===== config.mk =====
export PLATFORM = sky130hd
export DESIGN_NAME = mc_ctrl_fsm_flat
export DESIGN_NICKNAME = d
export VERILOG_FILES = /design/src/rtl/mc_ctrl_if.sv /design/src/rtl/mc_ctrl_fsm.sv /design/src/flat_wrapper.sv
export SDC_FILE = /design/constraint.sdc
export NUM_CORES = 1
export LEC_CHECK = 0
export ABC_AREA = 0
export BUFFER_PORTS_ARGS = -buffer_cell sky130_fd_sc_hd__buf_2
export CAP_MARGIN = 10
export CORE_AREA = 2 2 49 51
export CTS_BUF_LIST = sky130_fd_sc_hd__clkbuf_4 sky130_fd_sc_hd__clkbuf_8
export DETAILED_ROUTE_END_ITERATION = 12
export DIE_AREA = 0 0 51 53
export PLACE_DENSITY_LB_ADDON = 0.3
export SYNTH_ARGS = -nofsm -noshare
export SYNTH_HDL_FRONTEND = slang
export SYNTH_SLANG_ARGS = --single-unit

===== constraint.sdc =====
create_clock -name clk -period 2.76 [get_ports clk]
set_clock_uncertainty 0.1 [all_clocks]
set_input_delay 0.414 -clock clk [delete_from_list [all_inputs] [get_ports clk]]
set_output_delay 0.414 -clock clk [all_outputs]
set_load 0.02 [all_outputs]

===== src/rtl/mc_ctrl_if.sv =====
// Control bundle between the multicycle controller and the datapath.
// master = controller side, slave = datapath side.
interface mc_ctrl_if #(
  parameter int unsigned IR_W   = 16,
  parameter int unsigned REG_AW = 3
) ();

  logic [IR_W-1:0]   ir;
  logic              c_flag;
  logic              z_flag;
  logic              eq;
  logic              mem_ready;

  logic              ir_we;
  logic              pc_we;
  logic [1:0]        pc_sel;
  logic              mem_rd;
  logic              mem_wr;
  logic              addr_inc;
  logic              rf_we;
  logic [REG_AW-1:0] rf_wa;
  logic [1:0]        rf_din_sel;
  logic [1:0]        alu_a_sel;
  logic [1:0]        alu_b_sel;
  logic [1:0]        alu_op;
  logic              cz_we;
  logic              illegal;
  logic [3:0]        state;

  modport master (
    input  ir, c_flag, z_flag, eq, mem_ready,
    output ir_we, pc_we, pc_sel, mem_rd, mem_wr, addr_inc,
           rf_we, rf_wa, rf_din_sel, alu_a_sel, alu_b_sel, alu_op,
           cz_we, illegal, state
  );

  modport slave (
    output ir, c_flag, z_flag, eq, mem_ready,
    input  ir_we, pc_we, pc_sel, mem_rd, mem_wr, addr_inc,
           rf_we, rf_wa, rf_din_sel, alu_a_sel, alu_b_sel, alu_op,
           cz_we, illegal, state
  );

endinterface


===== src/rtl/mc_ctrl_fsm.sv =====
// Multicycle RISC control unit: state register, dispatch and per-state
// control decode, including memory handshake and LM/SM register sequencing.
module mc_ctrl_fsm #(
  parameter int unsigned IR_W   = 16,
  parameter int unsigned NREG   = 8,
  parameter int unsigned REG_AW = 3
) (
  input  logic      clk,
  input  logic      reset,
  mc_ctrl_if.master bus
);

  typedef enum logic [3:0] {
    S_FETCH    = 4'd0,
    S_DECODE   = 4'd1,
    S_EXEC_R   = 4'd2,
    S_EXEC_I   = 4'd3,
    S_WB_ALU   = 4'd4,
    S_MEM_ADDR = 4'd5,
    S_MEM_RD   = 4'd6,
    S_MEM_WR   = 4'd7,
    S_WB_LHI   = 4'd8,
    S_BR_CMP   = 4'd9,
    S_BR_TAKE  = 4'd10,
    S_JUMP     = 4'd11,
    S_MULTI    = 4'd12
  } state_e;

  localparam logic [3:0] OP_ADD  = 4'b0000;
  localparam logic [3:0] OP_ADI  = 4'b0001;
  localparam logic [3:0] OP_NAND = 4'b0010;
  localparam logic [3:0] OP_LHI  = 4'b0011;
  localparam logic [3:0] OP_LW   = 4'b0100;
  localparam logic [3:0] OP_SW   = 4'b0101;
  localparam logic [3:0] OP_LM   = 4'b0110;
  localparam logic [3:0] OP_SM   = 4'b0111;
  localparam logic [3:0] OP_JAL  = 4'b1000;
  localparam logic [3:0] OP_JLR  = 4'b1001;
  localparam logic [3:0] OP_BEQ  = 4'b1100;

  state_e            state_q, state_d;
  logic [REG_AW-1:0] idx_q, idx_d;

  logic [3:0]        opcode;
  logic              mask_bit;
  logic              idx_last;
  logic              multi_step;

  logic              ir_we, pc_we, mem_rd, mem_wr, addr_inc, rf_we, cz_we, illegal;
  logic [1:0]        pc_sel, rf_din_sel, alu_a_sel, alu_b_sel, alu_op;
  logic [REG_AW-1:0] rf_wa;

  assign opcode   = bus.ir[IR_W-1 -: 4];
  assign mask_bit = bus.ir[idx_q];
  assign idx_last = (idx_q == REG_AW'(NREG - 1));

  // State and LM/SM index register
  always_ff @(posedge clk) begin
    if (reset) begin
      state_q <= S_FETCH;
      idx_q   <= '0;
    end else begin
      state_q <= state_d;
      idx_q   <= idx_d;
    end
  end

  // Next state and control decode; every strobe is suppressed while reset is high
  always_comb begin
    state_d    = state_q;
    idx_d      = idx_q;
    multi_step = 1'b0;
    ir_we      = 1'b0;
    pc_we      = 1'b0;
    pc_sel     = 2'd0;
    mem_rd     = 1'b0;
    mem_wr     = 1'b0;
    addr_inc   = 1'b0;
    rf_we      = 1'b0;
    rf_wa      = '0;
    rf_din_sel = 2'd0;
    alu_a_sel  = 2'd0;
    alu_b_sel  = 2'd0;
    alu_op     = 2'd0;
    cz_we      = 1'b0;
    illegal    = 1'b0;

    if (!reset) begin
      case (state_q)
        S_FETCH: begin
          mem_rd = 1'b1;
          if (bus.mem_ready) begin
            ir_we   = 1'b1;
            pc_we   = 1'b1;
            state_d = S_DECODE;
          end
        end

        S_DECODE: begin
          case (opcode)
            OP_ADD, OP_NAND: begin
              // ADC/ADZ-style variants retire without effect when their flag is clear
              if ((bus.ir[1:0] == 2'b10 && !bus.c_flag) ||
                  (bus.ir[1:0] == 2'b01 && !bus.z_flag))
                state_d = S_FETCH;
              else
                state_d = S_EXEC_R;
            end
            OP_ADI:          state_d = S_EXEC_I;
            OP_LHI:          state_d = S_WB_LHI;
            OP_LW, OP_SW:    state_d = S_MEM_ADDR;
            OP_LM, OP_SM: begin
              state_d = S_MULTI;
              idx_d   = '0;
            end
            OP_BEQ:          state_d = S_BR_CMP;
            OP_JAL, OP_JLR:  state_d = S_JUMP;
            default: begin
              illegal = 1'b1;
              state_d = S_FETCH;
            end
          endcase
        end

        S_EXEC_R: begin
          alu_op  = (opcode == OP_NAND) ? 2'd1 : 2'd0;
          cz_we   = 1'b1;
          state_d = S_WB_ALU;
        end

        S_EXEC_I: begin
          alu_b_sel = 2'd1;
          cz_we     = 1'b1;
          state_d   = S_WB_ALU;
        end

        S_WB_ALU: begin
          rf_we   = 1'b1;
          rf_wa   = (opcode == OP_ADI) ? REG_AW'(bus.ir[8:6]) : REG_AW'(bus.ir[5:3]);
          state_d = S_FETCH;
        end

        S_WB_LHI: begin
          rf_we      = 1'b1;
          rf_din_sel = 2'd2;
          rf_wa      = REG_AW'(bus.ir[11:9]);
          state_d    = S_FETCH;
        end

        S_MEM_ADDR: begin
          alu_b_sel = 2'd1;
          state_d   = (opcode == OP_SW) ? S_MEM_WR : S_MEM_RD;
        end

        S_MEM_RD: begin
          mem_rd = 1'b1;
          if (bus.mem_ready) begin
            rf_we      = 1'b1;
            rf_din_sel = 2'd1;
            rf_wa      = REG_AW'(bus.ir[11:9]);
            cz_we      = 1'b1;
            state_d    = S_FETCH;
          end
        end

        S_MEM_WR: begin
          mem_wr = 1'b1;
          if (bus.mem_ready) state_d = S_FETCH;
        end

        S_BR_CMP: begin
          alu_op  = 2'd2;
          state_d = bus.eq ? S_BR_TAKE : S_FETCH;
        end

        S_BR_TAKE: begin
          pc_we   = 1'b1;
          pc_sel  = 2'd1;
          state_d = S_FETCH;
        end

        // Link register receives the PC already advanced during FETCH
        S_JUMP: begin
          rf_we      = 1'b1;
          rf_din_sel = 2'd3;
          rf_wa      = REG_AW'(bus.ir[11:9]);
          pc_we      = 1'b1;
          pc_sel     = (opcode == OP_JLR) ? 2'd2 : 2'd1;
          state_d    = S_FETCH;
        end

        S_MULTI: begin
          if (mask_bit) begin
            mem_rd = (opcode == OP_LM);
            mem_wr = (opcode != OP_LM);
            if (bus.mem_ready) begin
              addr_inc   = 1'b1;
              multi_step = 1'b1;
              if (opcode == OP_LM) begin
                rf_we      = 1'b1;
                rf_din_sel = 2'd1;
                rf_wa      = idx_q;
              end
            end
          end else begin
            multi_step = 1'b1;
          end
          if (multi_step) begin
            idx_d = idx_last ? '0 : idx_q + REG_AW'(1);
            if (idx_last) state_d = S_FETCH;
          end
        end

        default: state_d = S_FETCH;
      endcase
    end
  end

  assign bus.ir_we      = ir_we;
  assign bus.pc_we      = pc_we;
  assign bus.pc_sel     = pc_sel;
  assign bus.mem_rd     = mem_rd;
  assign bus.mem_wr     = mem_wr;
  assign bus.addr_inc   = addr_inc;
  assign bus.rf_we      = rf_we;
  assign bus.rf_wa      = rf_wa;
  assign bus.rf_din_sel = rf_din_sel;
  assign bus.alu_a_sel  = alu_a_sel;
  assign bus.alu_b_sel  = alu_b_sel;
  assign bus.alu_op     = alu_op;
  assign bus.cz_we      = cz_we;
  assign bus.illegal    = illegal;
  assign bus.state      = reset ? 4'(S_FETCH) : 4'(state_q);

endmodule


===== src/flat_wrapper.sv =====
// flat-port wrapper written by rule: the top's interface ports become plain ports
module mc_ctrl_fsm_flat 
#(
  parameter int unsigned IR_W   = 16,
  parameter int unsigned NREG   = 8,
  parameter int unsigned REG_AW = 3
)
  (clk, reset, bus_ir, bus_c_flag, bus_z_flag, bus_eq, bus_mem_ready, bus_ir_we, bus_pc_we, bus_pc_sel, bus_mem_rd, bus_mem_wr, bus_addr_inc, bus_rf_we, bus_rf_wa, bus_rf_din_sel, bus_alu_a_sel, bus_alu_b_sel, bus_alu_op, bus_cz_we, bus_illegal, bus_state);
  mc_ctrl_if #(.IR_W(IR_W), .REG_AW(REG_AW)) bus_i ();
  input  logic clk;
  input  logic reset;
  input wire logic [$bits(bus_i.ir)-1:0] bus_ir;
  input wire logic [$bits(bus_i.c_flag)-1:0] bus_c_flag;
  input wire logic [$bits(bus_i.z_flag)-1:0] bus_z_flag;
  input wire logic [$bits(bus_i.eq)-1:0] bus_eq;
  input wire logic [$bits(bus_i.mem_ready)-1:0] bus_mem_ready;
  output wire logic [$bits(bus_i.ir_we)-1:0] bus_ir_we;
  output wire logic [$bits(bus_i.pc_we)-1:0] bus_pc_we;
  output wire logic [$bits(bus_i.pc_sel)-1:0] bus_pc_sel;
  output wire logic [$bits(bus_i.mem_rd)-1:0] bus_mem_rd;
  output wire logic [$bits(bus_i.mem_wr)-1:0] bus_mem_wr;
  output wire logic [$bits(bus_i.addr_inc)-1:0] bus_addr_inc;
  output wire logic [$bits(bus_i.rf_we)-1:0] bus_rf_we;
  output wire logic [$bits(bus_i.rf_wa)-1:0] bus_rf_wa;
  output wire logic [$bits(bus_i.rf_din_sel)-1:0] bus_rf_din_sel;
  output wire logic [$bits(bus_i.alu_a_sel)-1:0] bus_alu_a_sel;
  output wire logic [$bits(bus_i.alu_b_sel)-1:0] bus_alu_b_sel;
  output wire logic [$bits(bus_i.alu_op)-1:0] bus_alu_op;
  output wire logic [$bits(bus_i.cz_we)-1:0] bus_cz_we;
  output wire logic [$bits(bus_i.illegal)-1:0] bus_illegal;
  output wire logic [$bits(bus_i.state)-1:0] bus_state;
  assign bus_i.ir = bus_ir;
  assign bus_i.c_flag = bus_c_flag;
  assign bus_i.z_flag = bus_z_flag;
  assign bus_i.eq = bus_eq;
  assign bus_i.mem_ready = bus_mem_ready;
  assign bus_ir_we = bus_i.ir_we;
  assign bus_pc_we = bus_i.pc_we;
  assign bus_pc_sel = bus_i.pc_sel;
  assign bus_mem_rd = bus_i.mem_rd;
  assign bus_mem_wr = bus_i.mem_wr;
  assign bus_addr_inc = bus_i.addr_inc;
  assign bus_rf_we = bus_i.rf_we;
  assign bus_rf_wa = bus_i.rf_wa;
  assign bus_rf_din_sel = bus_i.rf_din_sel;
  assign bus_alu_a_sel = bus_i.alu_a_sel;
  assign bus_alu_b_sel = bus_i.alu_b_sel;
  assign bus_alu_op = bus_i.alu_op;
  assign bus_cz_we = bus_i.cz_we;
  assign bus_illegal = bus_i.illegal;
  assign bus_state = bus_i.state;
  mc_ctrl_fsm #(.IR_W(IR_W), .NREG(NREG), .REG_AW(REG_AW)) u_core (.clk(clk), .reset(reset), .bus(bus_i));
endmodule

==> run summary <==
Combinational Power Share - 66.2%
# diodes - 0
Distinct cells, synth - 53
most common cell after layout, fill and taps aside - buf_2
Reg area - 142.6 um^2
vias in the first global route - 1,190
Clk Latency, worst-skew pair - 0.26 ns
Clock Tree Root - clkbuf_4
worst vdd ir - 0.3518 mV
Initial Util - 52.13%
CP max-delay cell - a2111oi_2
top_reg_cell synth - dfxtp_1
worst slew pin tran - 0.5418 ns
GRT overflow - 0
routed vias/inst - 6.040
final setup vio count - 0
Fillers - 208
initial drt markers - 44
CTS tree - built
Critical Path Source Type - register
die width - 51 um
met1 global-route usage - 30.26%
R2R Setup Slk - 0.71 ns
GR Util met3 - 4.237%
fmax - 393.3 MHz
Setup Total Neg Slack - 0 ns
min cycle time layout - 2.542 ns
share of cells above drive strength 1 - 34.18%
Post-Synthesis Cells - 156
CTS buffer count - 3
port bufs - 43
worst setup path category - register to primary output
Worst Hold Path Cells - 2
MaxCap Viol Count - 0
worst hold start - u_core.idx_q[0]$_SDFFE_PP0P_
Min-Delay Endpoint - u_core.idx_q[0]$_SDFFE_PP0P_
Crit Reg-Reg Endpoint - u_core.state_q[0]$_SDFFE_PP0P_
Clock Path Buffers - 2
die area - 0.002703 mm^2
CP max stage delay - 0.49 ns
Worst EP required - 2.25 ns
first drt pass iteration count - 4
yosys warns - 0
reg-to-reg startpoint - u_core.state_q[2]$_SDFFE_PP0P_
CTS Sinks - 7
CP Data Arrival Time - 2.03 ns
H-tree Lvls - 1
GPL Wtd Cong - 0.8772
first-pass GRT wire length - 5.388 mm
Yosys top cell by area - dfxtp_1
most frequent cells in the layout - 43 x buf_2, 21 x nor2_1, 16 x nand2_1, 9 x a21oi_1, 8 x nor2b_1
asr flop ratio synth - 0%
most used routing layer - met2
Final Hold Fails - 0
Worst setup EP type - primary output
R2R cell count - 6
Slew Limit Headroom - 63.78%
die span in y - 53 um
Synth-to-Final Area Change - 22.23%
post-synth top area share - 12.51%
Yosys reg bits - 7
CTS clk-pin slew, worst paths - 0.05 ns
num ports - 47
Post-synth EDFFs - 0
Sw Pwr - 0.0004018 W
Int Power - 0.0004137 W
Layout Nets - 221
initial antenna violation count - 0
status - completed
Cell Chain, Critical Path - nor2b_1, a2111oi_2, nor4_1, buf_4, a221oi_1, nor2_1, buf_2
wire per inst - 14.46 um
Total GRT Usage - 26.07%
Post-Route Utilization - 63.72%
area of the multi-input gates - 889.6 um^2
Netlist Area Pre-Place - 0.001120 mm^2
core area - 0.002148 mm^2
DP HPWL - 2.541 mm
sw frac - 49.27%
Crit Path Max Fanout - 9
count of final max-slew check failures - 0
Detail Route Antenna Nets - 0
# DRC - 0
met2 usage - 49.13%
Post-Synthesis Mean Instance Area - 7.178 um^2
Clock power frac - 13.1%
class of the worst hold path - register to register
Seq pwr share - 20.7%
synth top area cells - dfxtp_1 13%, nor2_1 7.0%, nand2_1 5.4%
pwr dens - 595.8 mW/mm^2
leak pwr - 0.6164 nW
largest net degree at the start of global routing - 18
Routed Wire Length - 3.239 mm
sequential share of the synthesized area - 12.51%
DR vias - 1,353
Setup Buffers After CTS - 0
period utilisation layout - 92.12%
Rows - 17
RSZ-0062 raised after global routing - no
cell usage after synthesis (5+ instances only):
cell type,n
dfxtp_1,7
nor2b_1,8
nand2b_1,5
nand2_1,16
nor2_1,21
a21oi_1,9
clkbuf_1,5
inv_1,5
buf_4,6
o21ai_0,5
nor3_1,5
mux2i_1,5
worst max path at each step:
stage                         to                    startpoint  slack (ns)  cells past startpoint
5_1_grt             bus_rf_wa[0]  u_core.idx_q[0]$_SDFFE_PP0P_        0.03                      7
2_1_floorplan  bus_rf_din_sel[0]                    bus_ir[13]        0.35                      6
3_3_place_gp   bus_rf_din_sel[0]                    bus_ir[15]        0.38                      8
4_1_cts             bus_rf_wa[2]  u_core.idx_q[0]$_SDFFE_PP0P_         0.1                      7
3_5_place_dp        bus_rf_wa[2]                     bus_ir[0]        0.34                      8
6_report            bus_rf_wa[2]  u_core.idx_q[0]$_SDFFE_PP0P_        0.22                      7
metrics by stage:
stage          worst slack, ns  cells  area (um^2)  hold slack [ns]  power [W]
6_report                0.2175    224         1369           0.4512  0.0008156
2_1_floorplan           0.3456    158         1127           0.4967  0.0005573
4_1_cts                0.09532    224         1366           0.4491  0.0008139
3_5_place_dp            0.3373    220         1336           0.5209  0.0007003
3_3_place_gp            0.3787    220         1336           0.5083  0.0006881
5_1_grt                0.03171    224         1369           0.4640  0.0008847
logic make-up after synthesis:
family	count (synthesis)	synth area share (%)
XOR/XNOR	2	1.565
flip-flops	7	12.51
adder cells (fa/ha/maj)	2	2.234
AND/OR/NAND/NOR	75	38.44
buffers and inverters	19	8.715
multiplexers	8	7.821
other	1	0.3349
AO/OA/AOI/OAI	42	28.38
layer usage:
layer  vias up  wire length, um
li1        652                -
met1       630             1317
met2        67             1688
met3         4              209
met4         0               25
met5         -                0
power groups by stage:
stage / combinational, W / sequential (W) / clock [W]
after CTS: 0.000536 / 0.000166 / 0.000112
after detailed placement: 0.000532 / 0.000168 / 0
final: 0.000540 / 0.000169 / 0.000107
after floorplan: 0.000411 / 0.000146 / 0
after global placement: 0.000520 / 0.000168 / 0
after global routing: 0.000589 / 0.000173 / 0.000122
worst max-delay path, delay by kind of cell (launching register included):
kind | cells | cell delay [ns]
AOI/OAI and AO/OA | 2 | 0.75
DFF | 1 | 0.43
and+or+nand+nor | 3 | 0.26
buffers and inverters | 2 | 0.33
final cells by class:
type | instances | area share [%]
Clock buffer | 4 | 2.194
Inverter | 5 | 1.371
Multi-Input combinational cell | 132 | 64.99
Sequential cell | 7 | 10.42
Tap cell | 28 | 2.559
Timing Repair Buffer | 48 | 18.46
state kept, by name, indices dropped and copies added, names as in the netlist:
| name | flops |
|---|---|
| u_core.idx_q | 3 |
| u_core.state_q | 4 |
timing repair:
action                                  in CTS  in global routing
endpoints found under the setup margin       0                  5
hold buffers                                 0                  0
resized for setup                            0                  2
Note: power is estimated with default switching activity, not from simulation.
